## src/rtl/register_scoreboard.sv

```systemverilog
// In-flight destination-register tracker for the 5-stage pipeline.
// It stalls decode when a source's youngest producer is a load, or when rd's in-flight counter is full.
module register_scoreboard #(
  parameter int NUM_REGS       = 32,
  parameter int REG_ADDR_WIDTH = 5,
  parameter int CNT_WIDTH      = 2
) (
  input  logic                      clk,
  input  logic                      rst,
  input  logic                      decode_valid,
  input  logic                      decode_uses_rs1,
  input  logic [REG_ADDR_WIDTH-1:0] decode_rs1,
  input  logic                      decode_uses_rs2,
  input  logic [REG_ADDR_WIDTH-1:0] decode_rs2,
  input  logic                      decode_writes_rd,
  input  logic [REG_ADDR_WIDTH-1:0] decode_rd,
  input  logic                      issue_valid,
  input  logic                      issue_is_load,
  input  logic                      wb_valid,
  input  logic                      wb_writes_rd,
  input  logic [REG_ADDR_WIDTH-1:0] wb_rd,
  output logic                      stall,
  output logic [NUM_REGS-1:0]       busy_mask,
  output logic                      underflow_error
);

  localparam logic [CNT_WIDTH-1:0] MAX = '1;

  logic [CNT_WIDTH-1:0] cnt_q [NUM_REGS];
  logic [CNT_WIDTH-1:0] cnt_d [NUM_REGS];
  logic [NUM_REGS-1:0]  last_q, last_d;
  logic [NUM_REGS-1:0]  busy_q, busy_d;
  logic                 underflow_q, underflow_d;
  logic                 hit_iss, hit_ret;
  logic                 lh_rs1, lh_rs2, sat_hz;

  // Handshakes: an issue transfers on the cycle issue_valid is high. Upstream guarantees
  // decode_valid && !stall at that point. A retirement transfers on the cycle wb_valid is high.
  // Neither path has a ready signal, so every valid pulse is exactly one event.
  wire issue_ev  = issue_valid && decode_writes_rd && (decode_rd != '0);
  wire retire_ev = wb_valid && wb_writes_rd && (wb_rd != '0);

  always_comb begin
    cnt_d       = cnt_q;
    last_d      = last_q;
    busy_d      = '0;
    underflow_d = underflow_q;
    hit_iss     = 1'b0;
    hit_ret     = 1'b0;
    for (int i = 1; i < NUM_REGS; i++) begin
      hit_iss = issue_ev && (decode_rd == REG_ADDR_WIDTH'(i));
      hit_ret = retire_ev && (wb_rd == REG_ADDR_WIDTH'(i));
      if (hit_iss && hit_ret) begin
        last_d[i] = issue_is_load;
      end else if (hit_iss) begin
        // Overflow can only come from a contract violation, so the counter holds at MAX.
        cnt_d[i]  = (cnt_q[i] == MAX) ? MAX : cnt_q[i] + 1'b1;
        last_d[i] = issue_is_load;
      end else if (hit_ret) begin
        if (cnt_q[i] == '0) underflow_d = 1'b1;
        else                cnt_d[i]    = cnt_q[i] - 1'b1;
      end
      if (cnt_d[i] == '0) last_d[i] = 1'b0;
      busy_d[i] = (cnt_d[i] != '0);
    end
    cnt_d[0]  = '0;
    last_d[0] = 1'b0;
  end

  always_ff @(posedge clk or posedge rst) begin
    if (rst) begin
      for (int i = 0; i < NUM_REGS; i++) cnt_q[i] <= '0;
      last_q      <= '0;
      busy_q      <= '0;
      underflow_q <= 1'b0;
    end else begin
      for (int i = 0; i < NUM_REGS; i++) cnt_q[i] <= cnt_d[i];
      last_q      <= last_d;
      busy_q      <= busy_d;
      underflow_q <= underflow_d;
    end
  end

  always_comb begin
    lh_rs1 = decode_uses_rs1 && (decode_rs1 != '0) && (cnt_q[decode_rs1] != '0) && last_q[decode_rs1];
    lh_rs2 = decode_uses_rs2 && (decode_rs2 != '0) && (cnt_q[decode_rs2] != '0) && last_q[decode_rs2];
    sat_hz = decode_writes_rd && (decode_rd != '0) && (cnt_q[decode_rd] == MAX);
    stall  = !rst && decode_valid && (lh_rs1 || lh_rs2 || sat_hz);
  end

  assign busy_mask       = busy_q;
  assign underflow_error = underflow_q;

endmodule

```

## config.mk

```make
export PLATFORM = sky130hd
export DESIGN_NAME = register_scoreboard
export DESIGN_NICKNAME = d
export VERILOG_FILES = /design/src/rtl/register_scoreboard.sv
export SDC_FILE = /design/constraint.sdc
export NUM_CORES = 1
export LEC_CHECK = 0
export ABC_CLOCK_PERIOD_IN_PS = 12800
export BUFFER_PORTS_ARGS = -buffer_cell sky130_fd_sc_hd__buf_4
export CAP_MARGIN = 20
export CORE_MARGIN = 4
export CORE_UTILIZATION = 43
export CTS_CLUSTER_DIAMETER = 30
export CTS_CLUSTER_SIZE = 30
export DETAILED_ROUTE_END_ITERATION = 7
export PLACE_DENSITY = 0.72
export SLEW_MARGIN = 20
export SYNTH_ARGS = -nofsm -noshare
export SYNTH_HDL_FRONTEND = slang
export SYNTH_SLANG_ARGS = --single-unit
```

## constraint.sdc

```tcl
create_clock -name clk -period 12.8 [get_ports clk]
set_input_delay 2.56 -clock clk [delete_from_list [all_inputs] [get_ports clk]]
set_output_delay 2.56 -clock clk [all_outputs]
set_load 0.01 [all_outputs]
```

[Word level (Yosys, flattened, before mapping)]
Index checks and enable logic that the tools add are counted.
Word-level totals
  output and inout port bits: 34
  flip-flop bits (word level): 125
  bits of input ports: 30
  logic and storage cells: 853
Operators by class
  multiplexer cells: 385
  reductions and logical operators: 240
  eq/ne operators: 94
  add/sub/neg operators: 62
  bitwise gates (word level): 3
  magnitude comparators: 5
Operators by type and width (number)
  2-bit two-way mux: 161
  1-bit two-way mux: 219
  5-bit == test (second input constant): 32
  2-bit logical NOT: 62
  1-bit logical AND: 107
  3-bit nonzero test: 31
  5-bit by 4-bit == test with 1-bit output (second input constant): 16
  2-bit nonzero test: 33
  2-bit == test (second input constant): 32
  2-bit by 1-bit adder with 2-bit output (second input constant): 31
  2-bit by 1-bit subtractor with 2-bit output (second input constant): 31
  5-bit by 3-bit == test with 1-bit output (second input constant): 8
  2-bit binary-select mux with 5-bit select: 3
  5-bit by 2-bit == test with 1-bit output (second input constant): 4
  5-bit nonzero test: 4
  6-bit >= comparator (second input constant): 3
  5-bit NOT with 6-bit output: 3
  5-bit by 6-bit < comparator with 1-bit output (second input constant): 2
  1-bit binary-select mux with 5-bit select: 2
  5-bit by 1-bit == test with 1-bit output (second input constant): 2
  1-bit logical OR: 2
  1-bit logical NOT: 1

[Logic depth before layout (Yosys ltp)]
  depth after elaboration: 126
  depth in mapped cells: 10

[Least setup slack after synthesis]
OpenSTA, ideal clock, no wires.
  path type: input-to-output
  from: in decode_rs1[0]
  to: out stall
  arrival: 4.205 ns
  setup slack: 6.035 ns
  stages on the path: 5
  buffers on the path: 1
  cell sequence: clkbuf_1 > mux4_2 > a2111oi_0 > a211oi_1 > a311oi_1
Between the ends
  longest elaborated chain between the ends: 10
Ends and longest elaborated chain
  start, declared: line 12  | input logic [REG_ADDR_WIDTH-1:0] decode_rs1,
  5-bit NOT with 6-bit output (not written as such): line 85  | lh_rs1 = decode_uses_rs1 && (decode_rs1 != '0) && (cnt_q[decode_rs1] != '0) && last_q[decode_rs1];
  2-bit binary-select mux with 5-bit select: line 85
  2-bit two-way mux (not written as such) (2 in a row): line 85
  2-bit nonzero test: line 85
  1-bit logical AND: line 85
  1-bit logical AND (*): line 85
  1-bit logical OR (*) (2 in a row): line 88  | stall = !rst && decode_valid && (lh_rs1 || lh_rs2 || sat_hz);
  1-bit logical AND (*): line 88
  end, declared: line 22  | output logic stall,
Every way passes the cells marked *; elsewhere a longest branch is shown, timed or not. The select of a mux whose other input is x is not followed.

[Worst setup path in the final report]
  from: in decode_rd[0]
  to: out stall
Between the ends
  longest elaborated chain between the ends: 8
Ends and longest elaborated chain
  start, declared: line 16  | input logic [REG_ADDR_WIDTH-1:0] decode_rd,
  5-bit NOT with 6-bit output (not written as such): line 87  | sat_hz = decode_writes_rd && (decode_rd != '0) && (cnt_q[decode_rd] == MAX);
  2-bit binary-select mux with 5-bit select: line 87
  2-bit two-way mux (not written as such) (2 in a row): line 87
  2-bit == test: line 87
  1-bit logical AND (*): line 87
  1-bit logical OR (*): line 88
  1-bit logical AND (*): line 88
Marked as above.

==> metrics.md <==
| Metric | Value |
|---|---|
| Status | `finished, final reports clean` |
| # diodes | `0` |
| Cell count after synthesis | `approximately 910` |
| Final nets | `971` |
| Hold Crit Depth | `2` |
| Hold Vio Cnt, Final | `0` |
| Area of the multi-input gates | `0.004546 sq mm` |
| Sequential share of power | `41.5%` |
| Switching Share | `between 30 and 40%` |
| DRC Markers | `0` |
| Share of layout cells above drive strength 1 | `18.99%` |
| Worst reg2reg path endpoint | `underflow_error` |
| Pre-Repair DR Iteration Count | `6` |
| Hold endpoint | `last_q[29]` |
| Number of nets still failing antenna checks after routing | `0` |
| Avg Cell Area, Syn | `8.888 sq um` |
| Layout Area Growth over Synthesis | `13.83%` |
| Avg WL per Cell | `20.42 um` |
| HPWL after DPL | `17.90 mm` |
| Hold path startpoint | `last_q[29]` |
| Yosys cell types | `between 70 and 80` |
| Placer Congestion | `~1.0` |
| Hold Crit Class | `reg2reg` |
| Grt ovf | `0` |
| Syn nets | `938` |
| Final Max Tran Viols | `0` |
| Total track usage | `22.92%` |
| Setup-failing EPs final | `0` |
| Async SR Flop Fraction | `100.0%` |
| CTS Buffer Depth | `2` |
| Slew of the pin with the lowest slew margin | `716.7 ps` |
| Clock share of power | `38.3%` |
| Row cnt | `49` |
| Clock-pin slew of the registers on the worst-case setup and hold paths | `roughly 50 ps` |
| Leak | `~3.6 nW` |
| Max stage delay on crit path | `500 ps` |
| Hold buffers post-CTS | `0` |
| Count of state elements after synthesis | `~130` |
| Post-synthesis sequential area ratio | `38.76%` |
| H-tree depth | `4` |
| Cell-internal power | `approximately 0.86 mW` |
| Initial antenna violation count | `1` |
| Cts repair resizes | `0` |
| Critical path type | `in2out` |
| Clock Latency Late Sink | `~440 ps` |
| R2R depth | `5` |
| Via-to-Cell Ratio | `6.239` |
| Slew HR | `52.22%` |
| Fin crit period | `7475 ps` |
| FF+latch area | `0.003128 sq mm` |
| FMAX | `0.1338 GHz` |
| TritonCTS clock tree | `built` |
| Peak supply drop | `0.00008923 V` |
| R2R Path Start | `cnt_q[12]` |
| Worst Skew | `between 8 and 9 ps` |
| Die footprint | `0.02102 sq mm` |
| Max cap viols | `0` |
| EDFF count, synth | `0` |
| Crit-path most repeated cell | `buf_4` |
| Crit end category | `primary output` |
| Synth warn | `0` |
| Vias post-DR | `7374` |
| RSZ-0062 raised after global routing | `no` |
| CP Data Required Time | `10240 ps` |
| CP arrival | `4910 ps` |
| Pre-CTS setup slack | `5392 ps` |
| Proportion of power drawn by combinational gates | `20.2%` |
| Fin crit share | `58.40%` |
| Die width | `145.0 um` |
| R2R setup slack | `11020 ps` |
| Total clock sinks | `125` |
| Final setup margin | `5325 ps` |
| Pin count of the biggest net entering global routing | `roughly 80` |
| Syn Std Cell Area | `0.008070 sq mm` |
| WL final | `roughly 24 mm` |
| Primary FF master, synth | `dfrtp_1` |
| DIE HEIGHT | `145.0 um` |
| Crit-path cells | `buf_4 > nor2b_1 > nand2_1 > a311o_1 > a221oi_1 > a211oi_1 > a311oi_1 > buf_4` |
| Setup bufs post-CTS | `0` |
| Startpoint Class | `input port` |
| Filler cells | `1701` |
| # IOs | `between 60 and 70` |
| Initial Util | `44.32%` |
| Sw Pwr | `0.3911 mW` |
| Starting DRT DRC Count | `955` |
| Root buf cell | `clkbuf_16` |
| PwrDens | `136.6 mW/mm^2` |
| CORE AREA | `0.01821 sq mm` |
| Vias in the first global route | `between 6000 and 7000` |
| Num CTS Buffers | `17` |
| Slowest cell on crit path | `nor2b_1` |
| Setup TNS | `0 ps` |
| First-pass GRT wire length | `38.37 mm` |
| I/O Buffers | `62` |
| Worst Path Max Fanout | `36` |
-- registers in the layout, summed over array words and instances, names as in the netlist --
register / flops
last_q: 31
busy_mask: 31
cnt_q: 62
underflow_error: 1
-- stage by stage --
stage | hold WS (ps) | power (mW) | utilization, % | instance area (sq um) | std cells
global route | 541.9 | 1.314 | 50.45 | 9186 | 1182
finish | 514.5 | 1.255 | 50.45 | 9186 | 1182
global placement | 498.0 | 0.7659 | 47.21 | 8597 | 1151
floorplan | 479.5 | 0.6955 | - | 8070 | 908
detailed placement | 502.9 | 0.7750 | 47.21 | 8597 | 1151
CTS | 517.3 | 1.258 | 50.43 | 9183 | 1182
-- per-layer routing --
metal,track usage (%),up-vias,part of all wire [%]
met2,32.63,331,43
met3,7.671,62,9.9
li1,-,3396,-
met5,0,-,0.037
met4,8.979,2,3.4
met1,32.35,3583,44
-- worst max-delay path by stage --
stage                 end     startpoint  slack [ps]  cells past startpoint
floorplan           stall  decode_rs1[0]        6030                      5
finish              stall   decode_rd[0]        5330                      8
CTS                 stall   decode_rd[0]        5400                      8
global placement    stall   decode_rd[0]        5420                      8
detailed placement  stall   decode_rd[0]        5390                      8
global route        stall   decode_rd[0]        5200                      8
-- cells in the mapped netlist, types with 16 or more instances --
master | count | area [sq um]
dfrtp_1 | 125 | 3128
nor2_1 | 82 | 307.8
nand2_1 | 81 | 304.0
o21ai_0 | 72 | 360.4
nor3_1 | 57 | 285.3
nand3_1 | 50 | 250.2
a21oi_1 | 43 | 215.2
inv_1 | 43 | 161.4
clkbuf_1 | 25 | 93.84
mux2i_1 | 24 | 240.2
o211ai_1 | 22 | 165.2
mux2_2 | 19 | 214.0
nand2b_1 | 16 | 100.1
or2_1 | 16 | 100.1
-- cell usage in the layout (no fill, tap or decap), types with 16 or more instances in the layout --
cell         n
nand3_1     50
a21oi_1     43
or2_1       16
inv_1       42
mux2i_1     24
dfrtp_1    125
buf_4       62
nor2_1      82
nor3_1      57
o211ai_1    22
mux2_2      19
nand2b_1    16
o21ai_0     72
clkbuf_16   17
nand2_1     81
-- kinds of logic after synthesis --
kind of cell    Yosys count  synth area share, %
flops                   125                38.76
xor+xnor                  3               0.3256
fa+ha+maj                 8               0.9923
mux                      56                9.256
other cells               1              0.04647
compound gates          234                20.53
simple gates            389                25.18
buf+inv                  92                4.914
-- final cells by class --
type	count	share of cell area [%]
clock buffer	21	5.121
clock inverter	10	1.253
inverter	43	1.784
multi-input combinational	691	49.48
sequential	125	34.05
tap	229	3.119
timing repair buffer	63	5.189
-- power groups by stage --
| stage | logic, mW | clock network [mW] | registers [mW] |
|---|---|---|---|
| after floorplan | 0.204 | 0 | 0.492 |
| after global placement | 0.243 | 0 | 0.523 |
| after detailed placement | 0.251 | 0 | 0.525 |
| after CTS | 0.252 | 0.488 | 0.518 |
| after global routing | 0.277 | 0.506 | 0.531 |
| final | 0.253 | 0.481 | 0.521 |
-- worst max-delay path, delay by kind of cell --
| kind | cells | cell delay, ps |
|---|---|---|
| AOI/OAI and AO/OA | 4 | 1210 |
| buffers and inverters | 2 | 520 |
| and+or+nand+nor | 2 | 620 |
(Power assumes the default switching activity.)
